File: src/rtl/len_table_pkg.sv
//------------------------------------------------------------------------------
// len_table_pkg : per-case micro-op expansion tables
// Rev 1.0 - initial release
//------------------------------------------------------------------------------
`default_nettype none

package len_table_pkg;

  localparam int MAX_LEN = 8;
  localparam int N_CASE  = 5;

  typedef enum logic [3:0] {
    OP_NOP  = 4'd0,
    OP_ADD  = 4'd1,
    OP_SUB  = 4'd2,
    OP_AND  = 4'd3,
    OP_OR   = 4'd4,
    OP_XOR  = 4'd5,
    OP_INC  = 4'd6,
    OP_DEC  = 4'd7,
    OP_IMUL = 4'd8,
    OP_SHL  = 4'd9,
    OP_SHR  = 4'd10
  } op_t;

  // Packed tables: the rightmost element is case 0.
  localparam logic [N_CASE-1:0][7:0] LEN_LUT   = {8'd0, 8'd3, 8'd2, 8'd2, 8'd2};
  localparam logic [N_CASE-1:0][7:0] STAGE_LUT = {8'd1, 8'd0, 8'd1, 8'd1, 8'd1};

  localparam logic [N_CASE-1:0][MAX_LEN-1:0] FF_MASK_LUT =
    {8'b0000_0000, 8'b0000_0110, 8'b0000_0010, 8'b0000_0010, 8'b0000_0010};
  localparam logic [N_CASE-1:0][MAX_LEN-1:0] USE_IMM_LUT =
    {8'b0000_0000, 8'b0000_0100, 8'b0000_0000, 8'b0000_0011, 8'b0000_0001};

  localparam op_t OPS_LUT [N_CASE][MAX_LEN] = '{
    '{0: OP_IMUL, 1: OP_ADD, default: OP_NOP},
    '{0: OP_AND,  1: OP_AND, default: OP_NOP},
    '{0: OP_DEC,  1: OP_SUB, default: OP_NOP},
    '{0: OP_INC,  1: OP_INC, 2: OP_XOR, default: OP_NOP},
    '{default: OP_NOP}
  };

  localparam logic [31:0] IMM_LUT [N_CASE][MAX_LEN] = '{
    '{0: 32'd7, default: 32'd0},
    '{0: 32'h0000_00FF, 1: 32'h0000_00F0, default: 32'd0},
    '{default: 32'd0},
    '{2: 32'h5A5A_0000, default: 32'd0},
    '{default: 32'd0}
  };

endpackage

`default_nettype wire

File: src/rtl/uop_sequencer_if.sv
//------------------------------------------------------------------------------
// uop_sequencer_if : request, micro-op and completion channels of the sequencer
// Rev 1.0 - initial release
//------------------------------------------------------------------------------
`default_nettype none

interface uop_sequencer_if #(
  parameter int CASE_W = 3,
  parameter int TAG_W  = 4
);
  localparam int IDX_W = (len_table_pkg::MAX_LEN > 1) ? $clog2(len_table_pkg::MAX_LEN) : 1;

  logic                 req_valid;
  logic                 req_ready;
  logic [CASE_W-1:0]    req_case_id;
  logic [TAG_W-1:0]     req_tag;

  logic                 uop_valid;
  logic                 uop_ready;
  len_table_pkg::op_t   uop_op;
  logic [31:0]          uop_imm;
  logic                 uop_use_imm;
  logic                 uop_fwd;
  logic [IDX_W-1:0]     uop_idx;
  logic                 uop_last;
  logic [TAG_W-1:0]     uop_tag;

  logic                 done_valid;
  logic                 done_err;
  logic [TAG_W-1:0]     done_tag;

  modport master (
    output req_valid, req_case_id, req_tag, uop_ready,
    input  req_ready, uop_valid, uop_op, uop_imm, uop_use_imm, uop_fwd,
           uop_idx, uop_last, uop_tag, done_valid, done_err, done_tag
  );

  modport slave (
    input  req_valid, req_case_id, req_tag, uop_ready,
    output req_ready, uop_valid, uop_op, uop_imm, uop_use_imm, uop_fwd,
           uop_idx, uop_last, uop_tag, done_valid, done_err, done_tag
  );

endinterface

`default_nettype wire

File: src/rtl/uop_sequencer.sv
//------------------------------------------------------------------------------
// uop_sequencer : expands an accepted macro-op case into its micro-op stream
// Rev 1.0 - initial release
//------------------------------------------------------------------------------
`default_nettype none

module uop_sequencer #(
  parameter int CASE_W = 3,
  parameter int TAG_W  = 4,
  parameter logic [len_table_pkg::N_CASE-1:0][7:0] STAGE_TAB = len_table_pkg::STAGE_LUT
) (
  input  logic           clk,
  input  logic           rst_n,
  input  logic           flush,
  uop_sequencer_if.slave bus
);
  import len_table_pkg::*;

  localparam int IDX_W = (MAX_LEN > 1) ? $clog2(MAX_LEN) : 1;
  localparam int GAP_W = 8;
  localparam int LEN_W = IDX_W + 1;
  localparam int SEL_W = (N_CASE > 1) ? $clog2(N_CASE) : 1;

  typedef enum logic [1:0] {
    S_IDLE  = 2'd0,
    S_ISSUE = 2'd1,
    S_GAP   = 2'd2
  } state_t;

  state_t             r_state;
  logic [SEL_W-1:0]   r_case;
  logic [TAG_W-1:0]   r_tag;
  logic [LEN_W-1:0]   r_len;
  logic [GAP_W-1:0]   r_stage;
  logic [GAP_W-1:0]   r_gap;
  logic [IDX_W-1:0]   r_idx;

  logic               r_uop_valid;
  op_t                r_uop_op;
  logic [31:0]        r_uop_imm;
  logic               r_uop_use_imm;
  logic               r_uop_fwd;
  logic [IDX_W-1:0]   r_uop_idx;
  logic               r_uop_last;
  logic [TAG_W-1:0]   r_uop_tag;
  logic               r_done_valid;
  logic               r_done_err;
  logic [TAG_W-1:0]   r_done_tag;

  logic [31:0]        w_case_ext;
  logic               w_req_legal;
  logic [SEL_W-1:0]   w_req_sel;
  logic [7:0]         w_lut_len;
  logic [7:0]         w_lut_stage;
  logic [LEN_W-1:0]   w_eff_len;
  logic [GAP_W-1:0]   w_eff_stage;
  logic               w_req_ready;
  logic               w_accept;
  logic               w_hs;

  logic               w_load;
  logic [SEL_W-1:0]   w_ld_case;
  logic [IDX_W-1:0]   w_ld_idx;
  logic [LEN_W-1:0]   w_ld_len;
  logic [TAG_W-1:0]   w_ld_tag;
  logic               w_ld_last;

  // Illegal ids are steered to entry 0 so the tables are never indexed out of range.
  assign w_case_ext  = 32'(bus.req_case_id);
  assign w_req_legal = (w_case_ext < 32'(N_CASE));
  assign w_req_sel   = w_req_legal ? SEL_W'(bus.req_case_id) : '0;
  assign w_lut_len   = LEN_LUT[w_req_sel];
  assign w_lut_stage = STAGE_TAB[w_req_sel];
  assign w_eff_len   = (w_lut_len > 8'(MAX_LEN)) ? LEN_W'(MAX_LEN) : LEN_W'(w_lut_len);
  assign w_eff_stage = (w_lut_stage == 8'd0) ? 8'd1 : w_lut_stage;

  assign w_req_ready = (r_state == S_IDLE) && !flush;
  assign w_accept    = bus.req_valid && w_req_ready;
  assign w_hs        = (r_state == S_ISSUE) && bus.uop_ready;

  // Selects which uop (case, index) gets registered onto the output this cycle.
  always_comb begin
    w_ld_case = r_case;
    w_ld_idx  = r_idx + IDX_W'(1);
    w_ld_len  = r_len;
    w_ld_tag  = r_tag;
    w_load    = 1'b0;
    case (r_state)
      S_IDLE: begin
        w_ld_case = w_req_sel;
        w_ld_idx  = '0;
        w_ld_len  = w_eff_len;
        w_ld_tag  = bus.req_tag;
        w_load    = w_accept && w_req_legal && (w_eff_len != '0);
      end
      S_ISSUE: w_load = w_hs && !r_uop_last && (r_stage == 8'd1) && !flush;
      S_GAP: begin
        w_ld_idx = r_idx;
        w_load   = (r_gap == 8'd1) && !flush;
      end
      default: w_load = 1'b0;
    endcase
  end

  assign w_ld_last = ({1'b0, w_ld_idx} == (w_ld_len - LEN_W'(1)));

  always_ff @(posedge clk or negedge rst_n) begin
    if (!rst_n) begin
      r_state       <= S_IDLE;
      r_case        <= '0;
      r_tag         <= '0;
      r_len         <= '0;
      r_stage       <= 8'd1;
      r_gap         <= '0;
      r_idx         <= '0;
      r_uop_valid   <= 1'b0;
      r_uop_op      <= OP_NOP;
      r_uop_imm     <= '0;
      r_uop_use_imm <= 1'b0;
      r_uop_fwd     <= 1'b0;
      r_uop_idx     <= '0;
      r_uop_last    <= 1'b0;
      r_uop_tag     <= '0;
      r_done_valid  <= 1'b0;
      r_done_err    <= 1'b0;
      r_done_tag    <= '0;
    end else begin
      r_done_valid <= 1'b0;
      r_done_err   <= 1'b0;
      if (flush) begin
        r_state     <= S_IDLE;
        r_uop_valid <= 1'b0;
      end else begin
        case (r_state)
          S_IDLE: begin
            if (w_accept) begin
              r_case  <= w_req_sel;
              r_tag   <= bus.req_tag;
              r_len   <= w_eff_len;
              r_stage <= w_eff_stage;
              r_idx   <= '0;
              if (!w_req_legal) begin
                r_done_valid <= 1'b1;
                r_done_err   <= 1'b1;
                r_done_tag   <= bus.req_tag;
              end else if (w_eff_len == '0) begin
                r_done_valid <= 1'b1;
                r_done_tag   <= bus.req_tag;
              end else begin
                r_state <= S_ISSUE;
              end
            end
          end
          S_ISSUE: begin
            if (w_hs) begin
              if (r_uop_last) begin
                r_state      <= S_IDLE;
                r_uop_valid  <= 1'b0;
                r_done_valid <= 1'b1;
                r_done_tag   <= r_tag;
              end else begin
                r_idx <= r_idx + IDX_W'(1);
                if (r_stage != 8'd1) begin
                  r_gap       <= r_stage - 8'd1;
                  r_state     <= S_GAP;
                  r_uop_valid <= 1'b0;
                end
              end
            end
          end
          S_GAP: begin
            r_gap <= r_gap - 8'd1;
            if (r_gap == 8'd1) r_state <= S_ISSUE;
          end
          default: r_state <= S_IDLE;
        endcase

        if (w_load) begin
          r_uop_valid   <= 1'b1;
          r_uop_op      <= OPS_LUT[w_ld_case][w_ld_idx];
          r_uop_imm     <= IMM_LUT[w_ld_case][w_ld_idx];
          r_uop_use_imm <= USE_IMM_LUT[w_ld_case][w_ld_idx];
          r_uop_fwd     <= FF_MASK_LUT[w_ld_case][w_ld_idx];
          r_uop_idx     <= w_ld_idx;
          r_uop_last    <= w_ld_last;
          r_uop_tag     <= w_ld_tag;
        end
      end
    end
  end

  assign bus.req_ready   = w_req_ready;
  assign bus.uop_valid   = r_uop_valid;
  assign bus.uop_op      = r_uop_op;
  assign bus.uop_imm     = r_uop_imm;
  assign bus.uop_use_imm = r_uop_use_imm;
  assign bus.uop_fwd     = r_uop_fwd;
  assign bus.uop_idx     = r_uop_idx;
  assign bus.uop_last    = r_uop_last;
  assign bus.uop_tag     = r_uop_tag;
  assign bus.done_valid  = r_done_valid;
  assign bus.done_err    = r_done_err;
  assign bus.done_tag    = r_done_tag;

endmodule

`default_nettype wire
File: src/flat_wrapper.sv
// flat-port wrapper written by rule: the top's interface ports become plain ports
module uop_sequencer_flat import len_table_pkg::*;
#(
  parameter int CASE_W = 3,
  parameter int TAG_W  = 4,
  parameter logic [len_table_pkg::N_CASE-1:0][7:0] STAGE_TAB = len_table_pkg::STAGE_LUT
)
  (clk, rst_n, flush, bus_req_valid, bus_req_case_id, bus_req_tag, bus_uop_ready, bus_req_ready, bus_uop_valid, bus_uop_op, bus_uop_imm, bus_uop_use_imm, bus_uop_fwd, bus_uop_idx, bus_uop_last, bus_uop_tag, bus_done_valid, bus_done_err, bus_done_tag);
  uop_sequencer_if #(.CASE_W(CASE_W), .TAG_W(TAG_W)) bus_i ();
  input  logic clk;
  input  logic rst_n;
  input  logic flush;
  input wire logic [$bits(bus_i.req_valid)-1:0] bus_req_valid;
  input wire logic [$bits(bus_i.req_case_id)-1:0] bus_req_case_id;
  input wire logic [$bits(bus_i.req_tag)-1:0] bus_req_tag;
  input wire logic [$bits(bus_i.uop_ready)-1:0] bus_uop_ready;
  output wire logic [$bits(bus_i.req_ready)-1:0] bus_req_ready;
  output wire logic [$bits(bus_i.uop_valid)-1:0] bus_uop_valid;
  output wire logic [$bits(bus_i.uop_op)-1:0] bus_uop_op;
  output wire logic [$bits(bus_i.uop_imm)-1:0] bus_uop_imm;
  output wire logic [$bits(bus_i.uop_use_imm)-1:0] bus_uop_use_imm;
  output wire logic [$bits(bus_i.uop_fwd)-1:0] bus_uop_fwd;
  output wire logic [$bits(bus_i.uop_idx)-1:0] bus_uop_idx;
  output wire logic [$bits(bus_i.uop_last)-1:0] bus_uop_last;
  output wire logic [$bits(bus_i.uop_tag)-1:0] bus_uop_tag;
  output wire logic [$bits(bus_i.done_valid)-1:0] bus_done_valid;
  output wire logic [$bits(bus_i.done_err)-1:0] bus_done_err;
  output wire logic [$bits(bus_i.done_tag)-1:0] bus_done_tag;
  assign bus_i.req_valid = bus_req_valid;
  assign bus_i.req_case_id = bus_req_case_id;
  assign bus_i.req_tag = bus_req_tag;
  assign bus_i.uop_ready = bus_uop_ready;
  assign bus_req_ready = bus_i.req_ready;
  assign bus_uop_valid = bus_i.uop_valid;
  assign bus_uop_op = bus_i.uop_op;
  assign bus_uop_imm = bus_i.uop_imm;
  assign bus_uop_use_imm = bus_i.uop_use_imm;
  assign bus_uop_fwd = bus_i.uop_fwd;
  assign bus_uop_idx = bus_i.uop_idx;
  assign bus_uop_last = bus_i.uop_last;
  assign bus_uop_tag = bus_i.uop_tag;
  assign bus_done_valid = bus_i.done_valid;
  assign bus_done_err = bus_i.done_err;
  assign bus_done_tag = bus_i.done_tag;
  uop_sequencer #(.CASE_W(CASE_W), .TAG_W(TAG_W), .STAGE_TAB(STAGE_TAB)) u_core (.clk(clk), .rst_n(rst_n), .flush(flush), .bus(bus_i));
endmodule
File: config.mk
export PLATFORM = sky130hd
export DESIGN_NAME = uop_sequencer_flat
export DESIGN_NICKNAME = d
export VERILOG_FILES = /design/src/rtl/len_table_pkg.sv /design/src/rtl/uop_sequencer_if.sv /design/src/rtl/uop_sequencer.sv /design/src/flat_wrapper.sv
export SDC_FILE = /design/constraint.sdc
export NUM_CORES = 1
export LEC_CHECK = 0
export CAP_MARGIN = 20
export CORE_ASPECT_RATIO = 1.5
export CORE_MARGIN = 4
export CORE_UTILIZATION = 40
export CTS_CLUSTER_DIAMETER = 150
export CTS_CLUSTER_SIZE = 14
export DETAILED_ROUTE_END_ITERATION = 6
export PLACE_DENSITY = 0.81
export SLEW_MARGIN = 20
export SYNTH_ARGS = -nofsm -noshare
export SYNTH_HDL_FRONTEND = slang
export SYNTH_SLANG_ARGS = --single-unit
File: constraint.sdc
create_clock -name clk -period 2.2 [get_ports clk]
set_input_delay 0.22 -clock clk [delete_from_list [all_inputs] [get_ports clk]]
set_output_delay 0.22 -clock clk [all_outputs]
set_load 0.05 [all_outputs]
After elaboration in Yosys (flattened, before gate mapping)
Memory sizes are Yosys's and may differ from the RTL's.
Index checks and enable logic that the tools add are counted.
{"block": "totals", "romBits": 2560, "wordCells": 149, "output_inout_bits": 54, "n_memories": 6, "reg_bits": 85}
{"memory": "(name not given)", "depth": 8, "width": 256, "rd": 1, "rd_ports_with_merged_regs": 0, "wr": 0, "line": "uop_sequencer.sv:181", "rtl": "r_uop_imm <= IMM_LUT[w_ld_case][w_ld_idx];"}
{"memory": "(name not given)", "depth": 8, "width": 32, "rd": 1, "rd_ports_with_merged_regs": 0, "wr": 0, "line": "uop_sequencer.sv:180", "rtl": "r_uop_op <= OPS_LUT[w_ld_case][w_ld_idx];"}
{"memory": "(name not given)", "depth": 8, "width": 8, "rd": 1, "rd_ports_with_merged_regs": 0, "wr": 0, "line": "uop_sequencer.sv:183", "rtl": "r_uop_fwd <= FF_MASK_LUT[w_ld_case][w_ld_idx];"}
{"memory": "(name not given)", "depth": 8, "width": 8, "rd": 1, "rd_ports_with_merged_regs": 0, "wr": 0, "line": "uop_sequencer.sv:72", "rtl": "assign w_lut_len = LEN_LUT[w_req_sel];"}
{"memory": "(name not given)", "depth": 8, "width": 8, "rd": 1, "rd_ports_with_merged_regs": 0, "wr": 0, "line": "uop_sequencer.sv:73", "rtl": "assign w_lut_stage = STAGE_TAB[w_req_sel];"}
{"memory": "(name not given)", "depth": 8, "width": 8, "rd": 1, "rd_ports_with_merged_regs": 0, "wr": 0, "line": "uop_sequencer.sv:182", "rtl": "r_uop_use_imm <= USE_IMM_LUT[w_ld_case][w_ld_idx];"}
{"block": "op_classes", "n_mux": 66, "magnitude_cmp": 7, "n_bitwise": 3, "addsub": 4, "n_eq_ne": 18, "reduce_logical": 27}
{"op": "256-bit 2-to-1 mux", "count": 2}
{"op": "32-bit 2-to-1 mux", "count": 4}
{"op": "32-bit binary-select mux with 3-bit select", "count": 1}
{"op": "8-bit 2-to-1 mux", "count": 8}
{"op": "4-bit 2-to-1 mux", "count": 10}
{"op": "1-bit 2-to-1 mux", "count": 18}
{"op": "8-bit by 1-bit equality test with 1-bit output (second input constant)", "count": 2}
{"op": "2-bit 2-to-1 mux", "count": 8}
{"op": "8-bit one-hot mux with 2 select lines", "count": 1}
{"op": "8-bit by 1-bit subtractor with 8-bit output (second input constant)", "count": 2}
{"op": "3-bit 2-to-1 mux", "count": 5}
{"op": "4-bit binary-select mux with 3-bit select", "count": 1}
{"op": "3-bit by 4-bit less-than comparator with 1-bit output (second input constant)", "count": 3}
{"op": "3-bit by 2-bit inequality test with 1-bit output (second input constant)", "count": 4}
{"op": "3-bit one-hot mux with 2 select lines", "count": 2}
{"op": "6-bit AND reduction", "count": 2}
{"op": "5-bit AND reduction", "count": 2}
{"op": "1-bit logical AND", "count": 9}
{"op": "4-bit >= comparator (second input constant)", "count": 2}
{"op": "8-bit by 4-bit greater-than comparator with 1-bit output (second input constant)", "count": 1}
{"op": "8-bit zero test", "count": 1}
{"op": "8-bit by 1-bit inequality test with 1-bit output (second input constant)", "count": 1}
{"op": "3-bit NOT with 4-bit output", "count": 2}
{"op": "4-bit one-hot mux with 2 select lines", "count": 1}
{"op": "other kinds (23)", "count": 33}

Depth between registers and ports, before layout
Gate-level depths: netlist (run 1).
{"block": "depth", "depth_word": 12, "mapped_depth": 10, "ltp_nobuf": 8}

Least setup slack after synthesis (run 1)
No wires, ideal clock.
{"block": "synth_path", "kind": "reg-to-reg", "from": "reg u_core.r_state[0]", "to": "reg u_core.r_tag[0]", "n_path_buf": 1, "t_arrival_ps": 2334, "setup_slack_ps": -259, "setup_ps": 125, "stages_incl_launch_ff": 7, "cell_sequence": "dfrtp_1 > inv_1 > ha_1 > buf_4 > nor2b_1 > nand2_1 > mux2_2"}
{"block": "synth_between", "elab_chain_cells": 4}
{"element": "start, declared", "line": "uop_sequencer.sv:30", "rtl": "state_t r_state;"}
{"element": "start signal, assigned", "line": "uop_sequencer.sv:109", "rtl": "r_state <= S_IDLE;"}
{"element": "start signal, assigned", "line": "uop_sequencer.sv:131", "rtl": "r_state <= S_IDLE;"}
{"element": "start signal, assigned", "line": "uop_sequencer.sv:150", "rtl": "r_state <= S_ISSUE;"}
{"element": "2-bit zero test", "line": "uop_sequencer.sv:77", "rtl": "assign w_req_ready = (r_state == S_IDLE) && !flush;"}
{"element": "1-bit logical AND", "line": "uop_sequencer.sv:77"}
{"element": "net bus_req_ready", "line": "flat_wrapper.sv:17", "rtl": "output wire logic [$bits(bus_i.req_ready)-1:0] bus_req_ready;"}
{"element": "1-bit logical AND", "line": "uop_sequencer.sv:78", "rtl": "assign w_accept = bus.req_valid && w_req_ready;"}
{"element": "3-bit AND reduction (no line)"}
{"element": "end signal, assigned", "line": "uop_sequencer.sv:138", "rtl": "r_tag <= bus.req_tag;"}
{"element": "end, declared", "line": "uop_sequencer.sv:32", "rtl": "logic [TAG_W-1:0] r_tag;"}
The timed path passes the listed nets, and every way through them passes these cells.
A chain may end at the register's enable or synchronous reset.

Worst setup path in the final report (run 1)
{"block": "layout_path", "from": "reg u_core.r_state[0]", "to": "reg u_core.r_uop_imm[28] (netlist: u_core.bus.uop_imm[28])"}
{"block": "layout_between", "elab_chain_cells": 9, "elab_cells_between_ends": 23}
{"element": "2-bit zero test", "line": "uop_sequencer.sv:77, uop_sequencer.sv:88"}
{"element": "3-bit 2-to-1 mux", "line": "uop_sequencer.sv:88", "rtl": "case (r_state)"}
{"element": "3-bit NOT with 4-bit output (implied by the code)", "line": "uop_sequencer.sv:181"}
{"element": "memory read 8 x 256 bit"}
{"element": "256-bit 2-to-1 mux (implied by the code) (2 in a row)", "line": "uop_sequencer.sv:181"}
{"element": "32-bit binary-select mux with 3-bit select", "line": "uop_sequencer.sv:181"}
{"element": "32-bit 2-to-1 mux (implied by the code) (2 in a row)", "line": "uop_sequencer.sv:181"}
{"element": "end signal, assigned", "line": "uop_sequencer.sv:181"}
{"element": "end, declared", "line": "uop_sequencer.sv:40", "rtl": "logic [31:0] r_uop_imm;"}
Parallel ways exist; a longest one is shown, timed or not. The select of a mux whose other input is x is not followed.

==> metrics.cfg, run 1 <==
[global_routing]
number_of_global_route_vias_before_repair=2235
grt_pass1_wl_um=10490
globalRoute.totalOverflow=0
grt_util_all_layers_pct=15.47
grt_antenna_before_repair=0
grt_max_degree=29

[sta]
drv_slew=0
worst-slew-pin-transition_ns=0.6446
fin_worst_hold_slack_ns=0.4678
skew_ns=0.006920
max_slew_margin_pct=57.03
hold_violation_total_from_the_final_report=0
number_of_setup_violations_in_the_final_report=0
final_period_minus_worst_setup_slack_ns=2.145
post_route_clock_period_utilization_pct=97.51
fmax_ghz=0.4661
rsz0062_at_grt=true

[route]
first_iter_violations=103
route.detailed.vias_per_inst=5.311
detailroute.wirelength.met3_um=405
drt_pre_antenna_iters=4
drc=0
vias=2252
topRoutingLayerUsed=met4
detail_route.wl_per_cell_um=15.23
detailroute.wirelength.met2_um=3568
finalWirelength_um=6459
routedLengthMet1_um=2255
ant_nets=0

[worst_setup_path]
rrSetupSlack_ns=0.05
worst-path-max-fanout=10
crit_path_largest_cell_delay_ns=0.39
worst_setup_path_start_kind=flop
timing.critical_path.to_type=flop
r2r_end=u_core.bus.uop_imm[28]$_DFFE_PN0P_
rr_worst_depth=7
worst-endpoint-arrival_ns=2.35
worstPathCellList=buf_4 -> ha_4 -> or3b_1 -> o32ai_2 -> o21ba_4 -> buf_12 -> o41ai_4
critical-path-slowest-cell=dfrtp_1
rr_startpoint=u_core.r_state[0]$_DFFE_PN0P_
timing.critical_path.required_ns=2.40
path_class=flop to flop

[placed_design]
finalWeightedCongestion=0.9059
placedInstanceArea_um2=3435
buffer_ports.inserted=49
place_hpwl_um=5058

[floorplan]
site_rows=36
floorplan.initialDensity_pct=41.86
die-area_um2=8352
core_area_um2=6621
width_of_the_die_um=75.97
die_h_um=109.9
ioPinCount=66

[finish]
numnets_final=372
drive_above_1_share_pct=20.11
fin_area_um2=3666
flow.area_growth_from_synthesis_pct=32.28
diodes=0
fin_util_pct=55.37

[logic_synthesis]
post_synth_num_cell_types=51
syn_area_um2=2771
synth-seq-cells=47
mean_syn_cell_area_um2=9.933
yosys_most_used_dff=dfrtp_1
synth-async-reset-ratio_pct=100.0
seq_area_frac_synth_pct=42.44
number_of_synthesized_flops_with_an_enable_pin=0
synthesized_netlist_cell_count=279
synth_warnings=0

[clocking]
cts_root_buffer=clkbuf_8
worstSkewPairLatency_ns=0.30
cts_buffers=5
tritoncts=built
htree_num_levels=2
numClockSinks=47
cts_buffer_depth=2
path_clk_slew_ns=0.09

[power_and_ir_drop]
peakVddDrop_mv=0.4713
power.density_nw_per_um2=1060
p_leak_nw=1.642
post_route_total_power_w=0.003887

[run_status]
run_status=complete, no violations

[hold_path]
min-delay-path-class=input port to async pin

[job]
cap_viol_max_count=0

==> repair_timing <==
item	in CTS	in global routing
pin swaps	0	3
gates resized for setup	2	12
setup endpoints to repair	8	12
hold buffers	1	0
cloned	0	0
endpoints found under the hold margin	26	0
setup buffers	0	2
==> sequential cells by signal, summed over array words and instances, names as in the netlist, 2 cells and up <==
name                 flops
u_core.r_gap             8
u_core.bus.done_tag      4
u_core.bus.uop_imm       4
u_core.bus.uop_op        4
u_core.bus.uop_tag       4
u_core.r_tag             4
u_core.bus.uop_idx       3
u_core.r_case            3
u_core.r_idx             3
u_core.r_len             2
u_core.r_state           2
==> cells in the mapped netlist, types with 2 or more instances <==
cell type | count | area share [%]
dfrtp_1 | 47 | 42
nand2_1 | 37 | 5.0
buf_4 | 29 | 7.9
ha_1 | 13 | 5.9
mux2i_1 | 12 | 4.3
nor2_1 | 11 | 1.5
o21ai_1 | 10 | 1.8
a21oi_1 | 9 | 1.6
inv_1 | 9 | 1.2
o21ai_0 | 9 | 1.6
mux2_2 | 8 | 3.3
nand3_1 | 8 | 1.4
a22o_1 | 6 | 1.9
nand2b_1 | 6 | 1.4
nand3b_1 | 5 | 1.4
nor2b_1 | 5 | 1.1
buf_2 | 4 | 0.72
nor3_1 | 4 | 0.72
o31ai_1 | 4 | 1.1
a21o_1 | 3 | 0.81
a31oi_1 | 3 | 0.68
mux2_1 | 3 | 1.2
o21a_1 | 3 | 0.81
clkbuf_1 | 2 | 0.27
nor3_2 | 2 | 0.72
xnor2_1 | 2 | 0.63
==> area by class of cell <==
cell class / count / area [um2]
clock inverter: 3 / 67.56
sequential: 47 / 1176
timing repair buffer: 83 / 794.5
multi-input combinational: 201 / 1430
clock buffer: 5 / 68.82
tap: 76 / 95.09
fill: 565 / 2955
inverter: 9 / 33.78
==> through the flow <==
step                      cells  worst slack, ns   TNS, ns
after floorplan             294         0.006429         0
after global placement      413         0.005560         0
after detailed placement    413         -0.08118   -0.3634
after CTS                   422          0.01351         0
after global routing        424         -0.02596  -0.07416
final                       424          0.05476         0
==> cells in the final DEF, fill, tap and decap left out, types with 6 or more instances in the layout <==
cell type / count
a21oi_1: 9
a22o_1: 6
buf_4: 29
clkdlybuf4s50_1: 47
conb_1: 16
dfrtp_1: 47
ha_1: 10
inv_1: 8
mux2_2: 8
mux2i_1: 11
nand2_1: 37
nand2b_1: 6
nand3_1: 8
nor2_1: 11
o21ai_0: 9
o21ai_1: 10
==> per-layer routing <==
metal / vias up / track usage [%]
li1: 1066 / -
met1: 1083 / 15.03
met2: 83 / 30.21
met3: 20 / 3.197
met4: 0 / 8.142
met5: - / 0
==> logic make-up after synthesis <==
group	count (synthesis)	synth area share, %
and+or+nand+nor	86	15.53
AOI/OAI and AO/OA	61	15.98
DFF	47	42.44
buffers and inverters	46	10.61
muxes	23	8.804
adders and majority gates	13	5.869
xor gates and xnor gates	2	0.6322
other	1	0.1353
==> how the worst max path moves through the flow <==
stage	to	start	depth (start not counted)	slack, ns
floorplan	u_core.bus.uop_use_imm$_DFFE_PN0P_	u_core.r_state[0]$_DFFE_PN0P_	10	0.006
global placement	u_core.bus.uop_fwd$_DFFE_PN0P_	bus_req_case_id[1]	9	0.006
detailed placement	u_core.bus.uop_op[0]$_DFFE_PN0P_	bus_req_case_id[1]	9	-0.08
CTS	u_core.bus.uop_idx[1]$_DFFE_PN0P_	u_core.r_state[0]$_DFFE_PN0P_	7	0.01
global route	u_core.bus.uop_imm[28]$_DFFE_PN0P_	u_core.r_state[1]$_DFFE_PN0P_	7	-0.03
finish	u_core.bus.uop_imm[28]$_DFFE_PN0P_	u_core.r_state[0]$_DFFE_PN0P_	7	0.05
==> worst max-delay path, delay by kind of cell (launching register included) <==
family,cells,cell delay [ns]
fa+ha+maj,1,0.16
simple gates,1,0.39
flops,1,0.39
compound gates,3,0.82
buf+inv,2,0.30
==> report_power, final <==
group	leakage, nW	switching, W	internal (W)
sequential	0.602	0.000132	0.00106
combinational	0.976	0.00122	0.000711
clock	0.0644	0.000302	0.000453
total	1.64	0.00166	0.00223
Power figures use the tool's default switching activity.
==> run 2, diff against run 1 <==
- MAX_ROUTING_LAYER: not set -> met4
==> run 2 against run 1 <==
Effect of this change:
- critical path depth unchanged
- sequential cell count stayed put
- count of clock-buffer cells in the layout unchanged
- routed wire length is 0.37% higher
- first-iteration DRC count shrank 9.7%
- global-route usage up 0.44 points
- fmax decreased by 0.21%
- register-to-register slack is essentially flat
- clock skew grew 0.0029 ns
- final cell count unchanged
- clock power hardly changed
- via count stayed put
- critical path type unchanged
==> metrics.cfg, run 2 (synthesis gave the netlist of run 1 again) <==
[run_status]
run_status=complete, no violations

[floorplan]
floorplan.initialDensity_pct=41.86
width_of_the_die_um=75.97
die_h_um=109.9
core_area_um2=6621
die-area_um2=8352
ioPinCount=66
site_rows=36

[route]
drc=0
finalWirelength_um=6483
drt_pre_antenna_iters=4
detail_route.wl_per_cell_um=15.29
ant_nets=0
route.detailed.vias_per_inst=5.311
vias=2252
first_iter_violations=93

[finish]
top_register=u_core.r_gap
drive_above_1_share_pct=20.11
diodes=0
numnets_final=372
fin_area_um2=3666
flow.area_growth_from_synthesis_pct=32.28
fillCellCount=565
largest_register_ffs=8
commonest_cells_after_routing_fill_and_taps_aside=47 x clkdlybuf4s50_1, 47 x dfrtp_1, 37 x nand2_1

[power_and_ir_drop]
p_leak_nw=1.642
pwr-share-clk_pct=19.5
peakVddDrop_mv=0.4713
pwr-share-comb_pct=49.8
internal-power_w=0.002229
power.density_nw_per_um2=1062
power_switching_w=0.001663
power.share.switching_pct=42.72
power.sequential.fraction_pct=30.8

[clocking]
htree_num_levels=2
cts_buffer_depth=2
tritoncts=built
numClockSinks=47
worstSkewPairLatency_ns=0.30
path_clk_slew_ns=0.10
cts_root_buffer=clkbuf_8
cts_buffers=5

[placed_design]
placedInstanceArea_um2=3435
finalWeightedCongestion=0.9215
place_hpwl_um=5058
buffer_ports.inserted=49

[global_routing]
grt_antenna_before_repair=0
grt_max_degree=29
globalRoute.totalOverflow=0
grt_pass1_wl_um=10490
number_of_global_route_vias_before_repair=2243
grt_util_all_layers_pct=15.91

[worst_setup_path]
path_class=flop to flop
worst-path-max-fanout=10
timing.critical_path.required_ns=2.40
timing.critical_path.to_type=flop
worst-endpoint-arrival_ns=2.35
rrSetupSlack_ns=0.05
worst_setup_path_start_kind=flop

[sta]
drv_slew=0
rsz0062_at_grt=true
worst-slew-pin-transition_ns=0.6392
fmax_ghz=0.4652
skew_ns=0.009845
number_of_setup_violations_in_the_final_report=0
post_route_clock_period_utilization_pct=97.71
final_period_minus_worst_setup_slack_ns=2.150
fin_worst_hold_slack_ns=0.4644
hold_violation_total_from_the_final_report=0
max_slew_margin_pct=57.39

[hold_path]
min-delay-path-class=input port to async pin

[job]
cap_viol_max_count=0

-- run 2: cell counts in the layout (fill, tap and decap cells not counted) --
Identical to the previous run, type by type.
-- run 2: power groups by stage --
| stage | combinational [W] | clock, W | sequential, W |
|---|---|---|---|
| 6_report | 0.00194 | 0.000757 | 0.00120 |
| 5_1_grt | 0.00203 | 0.000801 | 0.00123 |
| 2_1_floorplan | 0.000746 | 0 | 0.00175 |
| 4_1_cts | 0.00192 | 0.000771 | 0.00120 |
| 3_3_place_gp | 0.00188 | 0 | 0.00120 |
| 3_5_place_dp | 0.00191 | 0 | 0.00122 |
-- run 2: what timing repair did --
item / CTS / global route
setup endpoints to repair: 8 / 12
resized for setup: 2 / 12
hold buffers: 1 / 0
endpoints found under the hold margin: 26 / 0
pin swaps: 0 / 3
buffers inserted: 0 / 2
-- run 2: final cells by class --
cell class,count,area (um2),share of cell area (%)
flip-flops and latches,47,1176,32.08
inverters,9,33.78,0.9215
clock buffers,5,68.82,1.877
repair buffers,83,794.5,21.67
multi-input cells,201,1430,39.01
clock inverters,3,67.56,1.843
well taps,76,95.09,2.594
-- run 2: final timing paths --
| check | end | cells past startpoint | from |
|---|---|---|---|
| hold reg to reg | u_core.bus.uop_op[1]$_DFFE_PN0P_ | 2 | u_core.bus.uop_op[1]$_DFFE_PN0P_ |
| max in group asynchronous | u_core.bus.uop_idx[0]$_DFFE_PN0P_ | 3 | rst_n |
| hold / removal | u_core.bus.uop_imm[3]$_DFFE_PN0P_ | 2 | rst_n |
| setup reg to reg | u_core.bus.uop_imm[28]$_DFFE_PN0P_ | 7 | u_core.r_state[0]$_DFFE_PN0P_ |
| min in group clk | u_core.bus.uop_op[1]$_DFFE_PN0P_ | 2 | u_core.bus.uop_op[1]$_DFFE_PN0P_ |
| setup / recovery | u_core.bus.uop_imm[28]$_DFFE_PN0P_ | 7 | u_core.r_state[0]$_DFFE_PN0P_ |
-- run 2: per-stage QoR --
| stage | cells | total power (W) | setup WS (ns) | utilization, % | TNS (ns) |
|---|---|---|---|---|---|
| 2_1_floorplan | 294 | 0.002499 | 0.006429 | - | 0 |
| 3_3_place_gp | 413 | 0.003083 | 0.005560 | 51.87 | 0 |
| 3_5_place_dp | 413 | 0.003121 | -0.08118 | 51.87 | -0.3634 |
| 4_1_cts | 422 | 0.003888 | 0.01351 | 54.21 | 0 |
| 5_1_grt | 424 | 0.004059 | -0.02659 | 55.37 | -0.07700 |
| 6_report | 424 | 0.003892 | 0.05032 | 55.37 | 0 |
-- run 2: per-layer routing --
metal | wire, um | GRT usage, %
met1 | 2320 | 15.03
met3 | 372 | 3.197
met2 | 3545 | 30.21
met5 | 0 | -
met4 | 244 | 8.142
-- run 2: critical path, stage by stage (launching register included) --
cell	delay, ns
dfrtp_1	0.39
buf_4	0.15
ha_4	0.16
or3b_1	0.39
o32ai_2	0.27
o21ba_4	0.22
buf_12	0.15
o41ai_4	0.33
==> run 3, diff against run 2 <==
- CAP_MARGIN: 20 -> not set
==> results of run 3 <==
Final layout, timing and power as in run 2 (identical DEF).
==> RTL change (settings of run 1) <==
`CASE_W` is set to 3 in 3 places; all go to 6.
--- a/src/rtl/uop_sequencer_if.sv
+++ b/src/rtl/uop_sequencer_if.sv
@@ -5,7 +5,7 @@
 `default_nettype none
 
 interface uop_sequencer_if #(
-  parameter int CASE_W = 3,
+  parameter int CASE_W = 6,
   parameter int TAG_W  = 4
 );
   localparam int IDX_W = (len_table_pkg::MAX_LEN > 1) ? $clog2(len_table_pkg::MAX_LEN) : 1;
--- a/src/rtl/uop_sequencer.sv
+++ b/src/rtl/uop_sequencer.sv
@@ -5,7 +5,7 @@
 `default_nettype none
 
 module uop_sequencer #(
-  parameter int CASE_W = 3,
+  parameter int CASE_W = 6,
   parameter int TAG_W  = 4,
   parameter logic [len_table_pkg::N_CASE-1:0][7:0] STAGE_TAB = len_table_pkg::STAGE_LUT
 ) (
--- a/src/flat_wrapper.sv
+++ b/src/flat_wrapper.sv
@@ -1,7 +1,7 @@
 // flat-port wrapper written by rule: the top's interface ports become plain ports
 module uop_sequencer_flat import len_table_pkg::*;
 #(
-  parameter int CASE_W = 3,
+  parameter int CASE_W = 6,
   parameter int TAG_W  = 4,
   parameter logic [len_table_pkg::N_CASE-1:0][7:0] STAGE_TAB = len_table_pkg::STAGE_LUT
 )
Ports: changed (resized bus_req_case_id); port bits go from 66 to 69. The function was not compared with the original's and may differ.
==> RTL change against run 1 <==
- area after synthesis fell by 1.0%
- clock skew fell by 3.6 ps
- setup slack improved by 4.5 ps
- sequential power shrank 10%
- total power down 27%
- cell area decreased by 2.4%
- sequential cell count did not move
- wire length fell by 0.71%
- critical path depth up 1
- via count up 2.0%
- critical path type is now in2reg
- critical endpoint is now u_core.bus.uop_last$_DFFE_PN0P_
==> RTL change: results (changes against run 1) <==
[synthesis]
yosys.area_share.xor_xnor=0.01597  ; +0.009647
ys_seq_area_frac=0.4288  ; +0.004453
synthTopCellsByCount=nand2_1 (50), dfrtp_1 (47), buf_4 (28)
synthAdderAreaFrac=0.05931  ; +0.0006158
synthCells=292  ; +4.7%
synth-edff-count=0  ; unchanged
synthDistinctLibCells=47  ; -7.8%
synthMuxAreaShare=0.04425  ; -0.04378
netlist_top_cells_area=dfrtp_1 (43%), buf_4 (7.7%), nand2_1 (6.8%)
synth-async-reset-ratio=1.000  ; unchanged
synth_compound_area_frac=0.1505  ; -0.009272
yosys_warnings=0  ; unchanged

[route]
drt_iter0_markers=131  ; +27%
wl_per_cell_um=14.61  ; -4.1%
routed_via_density=5.232  ; -1.5%
drt_first_pass_iters=4  ; unchanged

[cells_and_area]
stdcell_count=439  ; +3.5%
max_flop_register=u_core.r_gap
drive_gt1_frac=0.1625  ; -0.03861
antenna_cells=0  ; unchanged
finalNetCount=391  ; +5.1%

[critical_path]
endpoint=u_core.bus.uop_last$_DFFE_PN0P_
crit_start=bus_req_case_id[4]
cpMaxStageDelayCell=clkdlybuf4s50_1
cp_max_fo=18  ; +8
rr_startpoint=u_core.r_state[1]$_DFFE_PN0P_
slowest_delay_ps=430  ; +40 ps
rrSetupSlack_ps=80  ; +30 ps
r2r.worst_path.cells=7  ; unchanged

[placed_design]
globalplace.congestion=0.8526  ; -5.9%
post-dp-hpwl_um=4880  ; -3.5%
dpl.cell_count=432  ; +4.6%
placed_area_mm2=0.003431  ; -0.11%
portBuffers=52  ; +6.1%

[clock_tree]
clk_path_buf_depth=2  ; unchanged
clk_latency_ps=290
post_cts_resized=1  ; -1
cts_max_level=2  ; unchanged
path_clk_slew_ps=80
cts_root_buf=clkbuf_8
cts_buffers=5  ; unchanged
cts_setup_buffers=0  ; unchanged

[global_route]
grt_first_pass_wirelength_um=10300  ; -1.8%
first_global_vias=2283  ; +2.1%
antenna_found_initial=0  ; unchanged
grt_max_degree=48  ; +66%
grt_use_total=0.1586  ; +0.003927

[power]
vdd_ir_drop_max_mv=0.3734  ; -21%
power.leakage_nw=1.670  ; +1.7%

[hold_path]
min_path_type=in2async

[timing]
finClkSkew_ps=3.334  ; -3.585 ps
worst_pin_slew_ps=607.0  ; -37.59 ps
drv_slew=0  ; unchanged
hold_ws_ps=6.059  ; -461.8 ps

[outcome]
outcome=completed

==> RTL change: changes by cell type after synthesis, moves of 3 or more <==
cell      delta
nand4_1      +4
o21ai_0      +9
clkbuf_1     +3
nor3_1       +4
mux2_2       -7
mux2_1       -3
nand3_1      -4
nand2_1     +13
o21ai_1      -7
==> RTL change: area by class of cell <==
cell class,instances,area (um^2)
fillers,577,2999
well taps,76,95.09
clock inverters,1,5.005
multi-input cells,211,1385
inverters,10,37.54
clock buffers,6,82.58
flip-flops and latches,47,1176
repair buffers,88,795.8
==> RTL change: power breakdown <==
group	internal (mW)	switching, mW
combinational	0.417	0.807
sequential	0.995	0.0850
clock	0.247	0.273
total	1.66	1.16
==> RTL change: logic make-up after synthesis <==
family,Yosys count
AO/OA/AOI/OAI,59
AND/OR/NAND/NOR,106
multiplexers,12
other,1
flip-flops,47
buffers and inverters,49
XOR/XNOR,5
adder cells (fa/ha/maj),13
==> RTL change: per-layer routing <==
metal  share of wire  vias up  GRT usage  wire, um
li1                -     1108          -         -
met1            0.39     1118     0.1799      2519
met2            0.54       61     0.2862      3457
met3           0.045       10    0.02745       290
met4           0.023        0    0.06250       146
met5               0        -          0         0
==> RTL change: per-stage QoR <==
step | total power [mW] | setup WS [ps] | utilization
2_1_floorplan | 1.914 | 32.97 | -
3_3_place_gp | 2.284 | -234.6 | 0.5217
3_5_place_dp | 2.311 | -342.9 | 0.5217
4_1_cts | 2.838 | 25.83 | 0.5360
5_1_grt | 2.981 | -4.473 | 0.5440
6_report | 2.824 | 59.28 | 0.5440
==> RTL change: worst max-delay path: cells and delay by family <==
family                 cells  cell delay [ps]
AOI/OAI and AO/OA          2              740
and+or+nand+nor            2              390
buffers and inverters      4              980
